`src/rtl/tdsp_mult_pkg.sv`:
```
// Shared definitions for the sequential signed multiplier / MAC:
// FSM state encodings, default operand width and saturation constants.
package tdsp_mult_pkg;

  localparam int DEFAULT_W = 16;

  // Widest result the helper functions can describe (operands up to 64 bits)
  localparam int MAX_RW = 128;

  localparam logic [1:0] ST_IDLE = 2'd0;
  localparam logic [1:0] ST_CALC = 2'd1;
  localparam logic [1:0] ST_FIX  = 2'd2;
  localparam logic [1:0] ST_DONE = 2'd3;

  localparam logic [MAX_RW-1:0] ONE_MAX = {{(MAX_RW-1){1'b0}}, 1'b1};

  // Most-negative n-bit two's complement value: 1 followed by n-1 zeros
  function automatic logic [MAX_RW-1:0] most_neg(input int n);
    return ONE_MAX << (n - 1);
  endfunction

  // Positive saturation value for an n-bit result: 0 followed by n-1 ones
  function automatic logic [MAX_RW-1:0] psat(input int n);
    return most_neg(n) - ONE_MAX;
  endfunction

  // Negative saturation value for an n-bit result
  function automatic logic [MAX_RW-1:0] nsat(input int n);
    return most_neg(n);
  endfunction

endpackage

```
`src/rtl/tdsp_sat_add.sv`:
```
// Signed accumulate adder with overflow detection; when ovm is set an
// overflowing sum is clamped to the saturation value on the side of 'a'.
module tdsp_sat_add
  import tdsp_mult_pkg::*;
#(
  parameter int RW = 32
) (
  input  logic [RW-1:0] a,
  input  logic [RW-1:0] b,
  input  logic          ovm,
  output logic [RW-1:0] sum,
  output logic          ovf
);

  localparam logic [MAX_RW-1:0] PSAT_FULL = psat(RW);
  localparam logic [MAX_RW-1:0] NSAT_FULL = nsat(RW);
  localparam logic [RW-1:0]     PSAT      = PSAT_FULL[RW-1:0];
  localparam logic [RW-1:0]     NSAT      = NSAT_FULL[RW-1:0];

  logic [RW-1:0] raw;

  // Wrapping add, overflow when like-signed operands yield an opposite-signed sum
  always_comb begin
    raw = a + b;
    ovf = (a[RW-1] == b[RW-1]) && (raw[RW-1] != a[RW-1]);
    sum = raw;
    if (ovf && ovm) begin
      sum = a[RW-1] ? NSAT : PSAT;
    end
  end

endmodule

```
`src/rtl/tdsp_mult_seq.sv`:
```
// Multi-cycle signed multiplier / multiply-accumulator. Operands are turned
// into magnitudes, multiplied by a radix-2 shift-add loop over W cycles, then
// the sign is reapplied and the product either replaces or is added to the
// internal accumulator.
module tdsp_mult_seq
  import tdsp_mult_pkg::*;
#(
  parameter  int W  = DEFAULT_W,
  localparam int CW = $clog2(W + 1)
) (
  input  logic           clk,
  input  logic           reset,
  input  logic           start,
  input  logic           ovm,
  input  logic           mac,
  input  logic           clr_acc,
  input  logic [W-1:0]   op_a,
  input  logic [W-1:0]   op_b,
  output logic           busy,
  output logic           done,
  output logic [2*W-1:0] result,
  output logic           ovf
);

  localparam int RW = 2 * W;

  localparam logic [MAX_RW-1:0] MOST_NEG_FULL = most_neg(W);
  localparam logic [W-1:0]      MOST_NEG      = MOST_NEG_FULL[W-1:0];
  localparam logic [W-1:0]      MAX_POS       = ~MOST_NEG;
  localparam logic [W-1:0]      ONE_W         = {{(W-1){1'b0}}, 1'b1};
  localparam logic [RW-1:0]     ONE_R         = {{(RW-1){1'b0}}, 1'b1};
  localparam logic [CW-1:0]     ONE_C         = CW'(1);
  localparam logic [CW-1:0]     LAST_COUNT    = CW'(W - 1);

  logic [1:0]    state;
  logic [CW-1:0] count;
  logic [W-1:0]  mag_a;
  logic [W-1:0]  mag_b;
  logic          sign_a;
  logic          sign_b;
  logic          ovm_q;
  logic          mac_q;
  logic [RW-1:0] prod;
  logic [RW-1:0] acc;

  logic [RW-1:0] addend;
  logic [W-1:0]  b_shifted;
  logic [RW-1:0] p_signed;
  logic [RW-1:0] mac_sum;
  logic          mac_ovf;

  // Magnitude of an operand; with ovm the most-negative value is clamped so
  // its magnitude stays representable as a positive W-bit number
  function automatic logic [W-1:0] operand_mag(input logic [W-1:0] op,
                                               input logic ovm_sel);
    if (ovm_sel && (op == MOST_NEG)) begin
      return MAX_POS;
    end else if (op[W-1]) begin
      return ~op + ONE_W;
    end else begin
      return op;
    end
  endfunction

  // Shifted multiplicand, current multiplier bit and signed product
  always_comb begin
    addend    = {{W{1'b0}}, mag_a} << count;
    b_shifted = mag_b >> count;
    p_signed  = (sign_a ^ sign_b) ? (~prod + ONE_R) : prod;
  end

  tdsp_sat_add #(
    .RW (RW)
  ) u_sat_add (
    .a   (acc),
    .b   (p_signed),
    .ovm (ovm_q),
    .sum (mac_sum),
    .ovf (mac_ovf)
  );

  // Control FSM with the shift-add datapath and result/accumulator registers
  always_ff @(posedge clk) begin
    if (reset) begin
      state  <= ST_IDLE;
      count  <= '0;
      mag_a  <= '0;
      mag_b  <= '0;
      sign_a <= 1'b0;
      sign_b <= 1'b0;
      ovm_q  <= 1'b0;
      mac_q  <= 1'b0;
      prod   <= '0;
      acc    <= '0;
      result <= '0;
      ovf    <= 1'b0;
      busy   <= 1'b0;
      done   <= 1'b0;
    end else begin
      case (state)
        ST_IDLE: begin
          if (clr_acc) begin
            acc <= '0;
          end
          if (start) begin
            ovm_q  <= ovm;
            mac_q  <= mac;
            sign_a <= op_a[W-1];
            sign_b <= op_b[W-1];
            mag_a  <= operand_mag(op_a, ovm);
            mag_b  <= operand_mag(op_b, ovm);
            prod   <= '0;
            count  <= '0;
            busy   <= 1'b1;
            state  <= ST_CALC;
          end
        end
        ST_CALC: begin
          if (b_shifted[0]) begin
            prod <= prod + addend;
          end
          count <= count + ONE_C;
          if (count == LAST_COUNT) begin
            state <= ST_FIX;
          end
        end
        ST_FIX: begin
          if (mac_q) begin
            result <= mac_sum;
            acc    <= mac_sum;
            ovf    <= mac_ovf;
          end else begin
            result <= p_signed;
            acc    <= p_signed;
            ovf    <= 1'b0;
          end
          busy  <= 1'b0;
          done  <= 1'b1;
          state <= ST_DONE;
        end
        default: begin
          done  <= 1'b0;
          state <= ST_IDLE;
        end
      endcase
    end
  end

endmodule

```
`config.mk`:
```
export PLATFORM = sky130hd
export DESIGN_NAME = tdsp_mult_seq
export DESIGN_NICKNAME = d
export VERILOG_FILES = /design/src/rtl/tdsp_mult_pkg.sv /design/src/rtl/tdsp_sat_add.sv /design/src/rtl/tdsp_mult_seq.sv
export SDC_FILE = /design/constraint.sdc
export NUM_CORES = 1
export LEC_CHECK = 0
export CORE_MARGIN = 5
export CORE_UTILIZATION = 25
export CTS_CLUSTER_SIZE = 20
export DETAILED_ROUTE_END_ITERATION = 10
export PLACE_DENSITY = 0.46
export SLEW_MARGIN = 20
export SYNTH_ARGS = -nofsm -noshare
export SYNTH_HDL_FRONTEND = slang
export SYNTH_SLANG_ARGS = --single-unit
```
`constraint.sdc`:
```
create_clock -name clk -period 4.15 [get_ports clk]
set_input_delay 0.415 -clock clk [delete_from_list [all_inputs] [get_ports clk]]
set_output_delay 0.415 -clock clk [all_outputs]
set_load 0.01 [all_outputs]
```
# Word-level counts from Yosys, hierarchy flattened
# Cells that the tools add are included.
dict set report classes {
  n_mux 22
  n_reduce_logical 14
  n_eq_ne 11
  n_shift 2
  addsub 6
  bitwise 4
}
# cell count
set ops {}
lappend ops {{2-to-1 mux 32 bit} 7}
lappend ops {{one-hot mux 32 bit (2 select lines)} 2}
lappend ops {{adder 32 bit} 2}
lappend ops {{2-to-1 mux 16 bit} 4}
lappend ops {{adder 16 x 1 -> 16 bit, second input constant} 2}
lappend ops {{adder 32 x 1 -> 32 bit, second input constant} 1}
lappend ops {{== test 16 bit, second input constant} 2}
lappend ops {{NOT 16 bit} 2}
lappend ops {{NOT 32 bit} 1}
lappend ops {{<< shifter 16 x 5 -> 32 bit} 1}
lappend ops {{>> shifter 16 x 5 -> 1 bit} 1}
lappend ops {{one-hot mux 5 bit (2 select lines)} 1}
lappend ops {{AND reduction 2 bit} 5}
lappend ops {{inequality test 2 bit, second input constant} 4}
lappend ops {{one-hot mux 2 bit (3 select lines)} 1}
lappend ops {{adder 5 x 1 -> 5 bit, second input constant} 1}
lappend ops {{== test 5 x 4 -> 1 bit, second input constant} 1}
lappend ops {{2-to-1 mux 5 bit} 1}
lappend ops {{logical AND 1 bit} 4}
lappend ops {{2-to-1 mux 2 bit} 2}
lappend ops {{one-hot mux 1 bit (2 select lines)} 2}
lappend ops {{nonzero test 2 bit} 2}
lappend ops {{AND reduction 3 bit} 1}
lappend ops {{== test 2 x 1 -> 1 bit, second input constant} 1}
lappend ops {{other kinds (7)} 8}
dict set report totals {
  register_bits 142
  out_inout_bits 35
  in_bits 38
}

# Longest topological paths before layout
dict set report logic_depth {
  ltp_word 10
  ltp_mapped 20
}

# Modules after synthesis
# Synthesis repeated with hierarchy kept, for this count alone.
dict set report hier_totals {
  hier_cells 1551
  area_unflattened_um2 11723.7
}
# mod area_each_um2 seq_area_each_um2 instances cells_per_inst
set by_module_without_submodules {}
lappend by_module_without_submodules {tdsp_mult_seq 9576.7 2842.7 1 1256}
lappend by_module_without_submodules {tdsp_sat_add 2147.1 0.0 1 295}

# Worst setup path before layout
# OpenSTA, ideal clock, no wires.
dict set report synth_timing {
  path_type {register to register}
  start {register prod[2]}
  end {register acc[31]}
  required_time_ps 4076
  arrival_ps 4505
  path_buffers 0
  stages_incl_launch_ff 17
  path_slack_ps -429
  cell_sequence {dfxtp_1 > nor4_2 > nand3_1 > o31ai_1 > a21boi_0 > o21ai_0 > xor2_1 > ha_1 > nand2_1 > nor2_1 > nand2_1 > a2111o_1 > a2111oi_2 > nor2_1 > or4_1 > a211o_1 > a31oi_1}
}
dict set report synth_between {
  elab_chain_len 10
  elab_cells_between_ends 11
  classes_between {add/sub: 2; eq/ne: 2; mux: 4; bitwise: 1; reduce/logical: 2}
}
# item line_no
set synth_rtl {}
lappend synth_rtl {{from (decl)} tdsp_mult_seq.sv:43} ;# logic [RW-1:0] prod;
lappend synth_rtl {{from (signal assigned)} tdsp_mult_seq.sv:120} ;# prod <= prod + addend;
lappend synth_rtl {{NOT 32 bit} tdsp_mult_seq.sv:69} ;# p_signed = (sign_a ^ sign_b) ? (~prod + ONE_R) : prod;
lappend synth_rtl {{adder 32 x 1 -> 32 bit} tdsp_mult_seq.sv:69}
lappend synth_rtl {{2-to-1 mux 32 bit *} tdsp_mult_seq.sv:69}
lappend synth_rtl {{adder 32 bit} tdsp_sat_add.sv:24} ;# raw = a + b;
lappend synth_rtl {{inequality test 1 bit} tdsp_sat_add.sv:25} ;# ovf = (a[RW-1] == b[RW-1]) && (raw[RW-1] != a[RW-1]);
lappend synth_rtl {{logical AND 1 bit} tdsp_sat_add.sv:25}
lappend synth_rtl {{logical AND 1 bit} tdsp_sat_add.sv:27} ;# if (ovf && ovm) begin
lappend synth_rtl {{2-to-1 mux 32 bit} tdsp_sat_add.sv:27}
lappend synth_rtl {{2-to-1 mux 32 bit *} tdsp_mult_seq.sv:128} ;# if (mac_q) begin
lappend synth_rtl {{one-hot mux 32 bit (2 select lines) *} tdsp_mult_seq.sv:100} ;# case (state)
lappend synth_rtl {{to (signal assigned)} tdsp_mult_seq.sv:130} ;# acc <= mac_sum;
lappend synth_rtl {{to (signal assigned)} tdsp_mult_seq.sv:134} ;# acc <= p_signed;
lappend synth_rtl {{to (decl)} tdsp_mult_seq.sv:44} ;# logic [RW-1:0] acc;
# Every way passes the cells marked *; elsewhere a longest branch is shown, timed or not.
# A chain may end at the register's enable or synchronous reset.

# Final worst setup path
dict set report layout_timing {
  start {register prod[9]}
  end {register result[18]}
}
dict set report layout_between {
  elab_chain_len 9
  elab_cells_between_ends 10
  classes_between {add/sub: 2; eq/ne: 2; mux: 3; bitwise: 1; reduce/logical: 2}
}
# item line_no
set layout_rtl {}
lappend layout_rtl {{NOT 32 bit} tdsp_mult_seq.sv:69}
lappend layout_rtl {{adder 32 x 1 -> 32 bit} tdsp_mult_seq.sv:69}
lappend layout_rtl {{2-to-1 mux 32 bit *} tdsp_mult_seq.sv:69}
lappend layout_rtl {{adder 32 bit} tdsp_sat_add.sv:24}
lappend layout_rtl {{inequality test 1 bit} tdsp_sat_add.sv:25}
lappend layout_rtl {{logical AND 1 bit} tdsp_sat_add.sv:25}
lappend layout_rtl {{logical AND 1 bit} tdsp_sat_add.sv:27}
lappend layout_rtl {{2-to-1 mux 32 bit} tdsp_sat_add.sv:27}
lappend layout_rtl {{2-to-1 mux 32 bit *} tdsp_mult_seq.sv:128}
lappend layout_rtl {{to (signal assigned)} tdsp_mult_seq.sv:129} ;# result <= mac_sum;
lappend layout_rtl {{to (signal assigned)} tdsp_mult_seq.sv:133} ;# result <= p_signed;
lappend layout_rtl {{to (decl)} tdsp_mult_seq.sv:21} ;# output logic [2*W-1:0] result,
# Marks and branches as above.

==> metrics.md <==
| Metric | Value |
|---|---|
| Sum Neg Setup Slack | `-4160 ps` |
| Worst Path Arrival | `4700 ps` |
| Seq/Total Area, Yosys | `0.258` |
| M2 GR Usage | `0.257` |
| Met3 Use GR | `0.0254` |
| Unrepaired setup endpoints after global routing | `true` |
| Final min period | `between 4000 and 5000 ps` |
| Syn Inst Count | `~1.4k` |
| Register area | `2850 um^2` |
| Chip width | `220 um` |
| Ports | `73` |
| Fmax | `around 0.23 GHz` |
| Drt total wl | `roughly 38000 um` |
| Mapped Nets | `roughly 1.5k` |
| Footprint of the multi-input gates | `~8500 um^2` |
| Synthesized-area fraction occupied by and/or/nand/nor cells | `0.177` |
| Most Crowded Layer GR | `met2` |
| Routed Antenna Nets | `0` |
| Final core occ | `0.357` |
| FP Rows | `76` |
| Worst-path clk slew | `around 70 ps` |
| Setup Skew | `approximately 13 ps` |
| Pwr dens | `416 nW/um^2` |
| Largest family of logic cells by synthesized area | `compound AO/OA/AOI/OAI gates` |
| Rel. slew slack | `0.396` |
| Worst setup margin | `-172 ps` |
| Port Buffer Count | `72` |
| Final Max Slew Viols | `0` |
| Leak Pwr | `roughly 6.2 nW` |
| Total gr overflow | `0` |
| Req. time, crit path | `around 4500 ps` |
| Final worst path period share | `1.04` |
| Gr usage total | `0.152` |
| Vias | `11.4k` |
| Kind of end point of the critical path | `register` |
| DR iter-0 viols | `approximately 560` |
| Number of flops mapped to enable cells by yosys | `0` |
| Synthesized area per cell | `around 7.7 um^2` |
| Warnings, synthesis | `0` |
| Synth Area in XOR/XNOR | `0.0860` |
| Synth Area in Compound Gates | `0.311` |
| Pre-CTS setup slack | `-499 ps` |
| Layout fillers | `between 4k and 5k` |
| Hold_ws | `~420 ps` |
| Clk buf depth | `2` |
| Global-route wire length before repair | `between 50000 and 60000 um` |
| Main synth FF type | `dfxtp_1` |
| Cts-stage hold buffer count | `0` |
| Drt first pass iters | `5` |
| Die height | `220 um` |
| Failing checks | `setup timing` |
| WL/cell | `~17 um` |
| Max_cap viols | `0` |
| Final hold viol count | `0` |
| DIE AREA | `roughly 48000 um^2` |
| Clk_lat worst skew | `460 ps` |
| Setup-failing EPs final | `52` |
| Status | `finished, violations left` |
| Placed cell areas | `approximately 14000 um^2` |
| Vias in the first global route | `10.8k` |
| Clock Root Buffer | `clkbuf_16` |
| DRC | `0` |
| Initial antenna violation count | `0` |
| Core ar. | `roughly 43000 um^2` |
| Initial core utilization | `0.254` |
| Post-synthesis mux area share | `0.0416` |
| Ant. Diodes | `0` |
| Post-Synth Adder-Cell Area | `0.0833` |
| GP Congestion | `0.871` |
| Finished Cell Area | `15400 um^2` |
| Largest net degree at the start of global routing | `a little under 60` |
| Vias/cell | `~5.1` |
| H-Tree Depth | `4` |
| FFs w/ async S/R, synth | `0` |
| Mapped cell area | `11000 um^2` |
| Critical path launch point type | `register` |
| Setup CP Type | `reg -> reg` |
| Layout Nets | `1770` |
| CTS tree | `yes` |
| Register bit total from synthesis | `between 100 and 150` |
| Count of cell types in the netlist | `between 70 and 80` |
| Max VDD drop | `0.215 mV` |
| Finished Layout Cells | `around 2.3k` |
| Placed cell count | `between 2k and 2.5k` |
| Total Power | `between 6 and 7 mW` |
| Hold Crit Class | `in -> reg` |
| Sink Count | `142` |
| Detailed placement HPWL | `28500 um` |
| CTS buffer count | `17` |
| Share of cells above drive strength 1 | `0.258` |
| Area growth syn-to-layout | `40.4%` |
| Critical path fanouts, max | `6` |
| Grt met1 use | `0.200` |
| Tightest Pin Transition | `between 900 and 1000 ps` |
power by group:
part	internal (mW)	leakage, nW	total (mW)	switching (mW)
clock	0.906	0.287	1.62	0.711
sequential	1.52	1.15	1.65	0.130
combinational	1.32	4.78	3.16	1.84
total	3.74	6.22	6.42	2.68
cells in the final DEF, fill, tap and decap left out, types with 10 or more instances in the layout:
cell type        instances
and3_1                  10
a31oi_1                 10
nand4_1                 10
nor2b_1                 12
nand2_1                121
a21oi_2                 15
inv_1                   35
a211oi_2                15
nand3_1                 23
nand2b_1                14
clkbuf_16               21
clkdlybuf4s50_1         71
o21ai_1                 14
o22ai_1                 11
xnor2_1                 56
a221oi_2                15
mux2i_1                 15
buf_4                  212
dfxtp_1                140
nor2_1                 132
ha_1                    69
a22oi_1                 24
o21ai_0                 99
a21o_1                  20
a211oi_1                13
nor3_1                  18
nand2_2                 10
xor2_1                  46
o21ai_2                 13
a21oi_1                146
o31ai_1                 11
registers in the layout, indices dropped and copies added (netlist names):
signal	flops
sign_b	1
mac_q	1
mag_a	16
state	2
mag_b	16
ovf	1
sign_a	1
done	1
result	32
count	5
ovm_q	1
busy	1
prod	32
acc	32
Yosys cell counts, drive strengths merged, types with 21 or more instances:
cell type	number	area, um^2
a21oi	167	836
dfxtp	142	2840
nor2	140	533
nand2	131	492
o21ai	128	644
ha	70	876
clkbuf	64	240
xnor2	59	517
xor2	49	429
inv	35	131
a211oi	28	250
nor3	25	125
a221oi	24	273
a22oi	24	180
nand3	24	120
mux2i	21	210
repair_timing:
item,in CTS,in global routing
cloned,0,4
pin swaps,24,45
setup endpoints to repair,68,78
gates resized for setup,65,116
setup buffers,9,17
path summary, 6_finish.rpt:
| kind | start | to | slack, ps | cells after the start |
|---|---|---|---|---|
| worst max-delay path | prod[9]$_SDFFE_PP0P_ | result[18]$_SDFFE_PP0P_ | -170 | 18 |
| worst min-delay path | reset | count[2]$_SDFFE_PP0P_ | 420 | 2 |
| worst max register to register | prod[9]$_SDFFE_PP0P_ | result[18]$_SDFFE_PP0P_ | -170 | 18 |
| worst min register to register | result[16]$_SDFFE_PP0P_ | result[16]$_SDFFE_PP0P_ | 460 | 2 |
cells by family (layout without fill, tap and decap cells):
family                     after synthesis  count (layout)
AOI/OAI and AO/OA                      526             526
xor gates and xnor gates               108             108
adders and majority gates               72              72
buffers and inverters                  118             369
DFF                                    142             142
muxes                                   37              37
and+or+nand+nor                        419             419
critical path: stages, from the launching register on:
cell      delay, ps
dfxtp_1         310
or4_4           570
o31ai_4         280
buf_4           180
nand2_1          90
xor2_2          180
ha_1            310
nand2_1          80
nor3_2          230
nand2_2          90
a2111o_1        420
a2111o_1        410
and3_4          200
o21ai_4         170
buf_6           180
buf_8           140
a21oi_1          60
or2_1           220
a21oi_2         120
layer usage:
metal	vias to the layer above	part of all wire
met3	42	0.031
li1	5733	-
met4	0	0.017
met2	175	0.48
met5	-	0
met1	5495	0.47
final cells by class:
class / instances / share of cell area
inverters: 36 / 0.00875
repair buffers: 301 / 0.170
clock inverters: 15 / 0.0115
multi-input cells: 1162 / 0.551
flip-flops and latches: 142 / 0.184
clock buffers: 17 / 0.0275
well taps: 585 / 0.0474
Power figures use the tool's default switching activity.
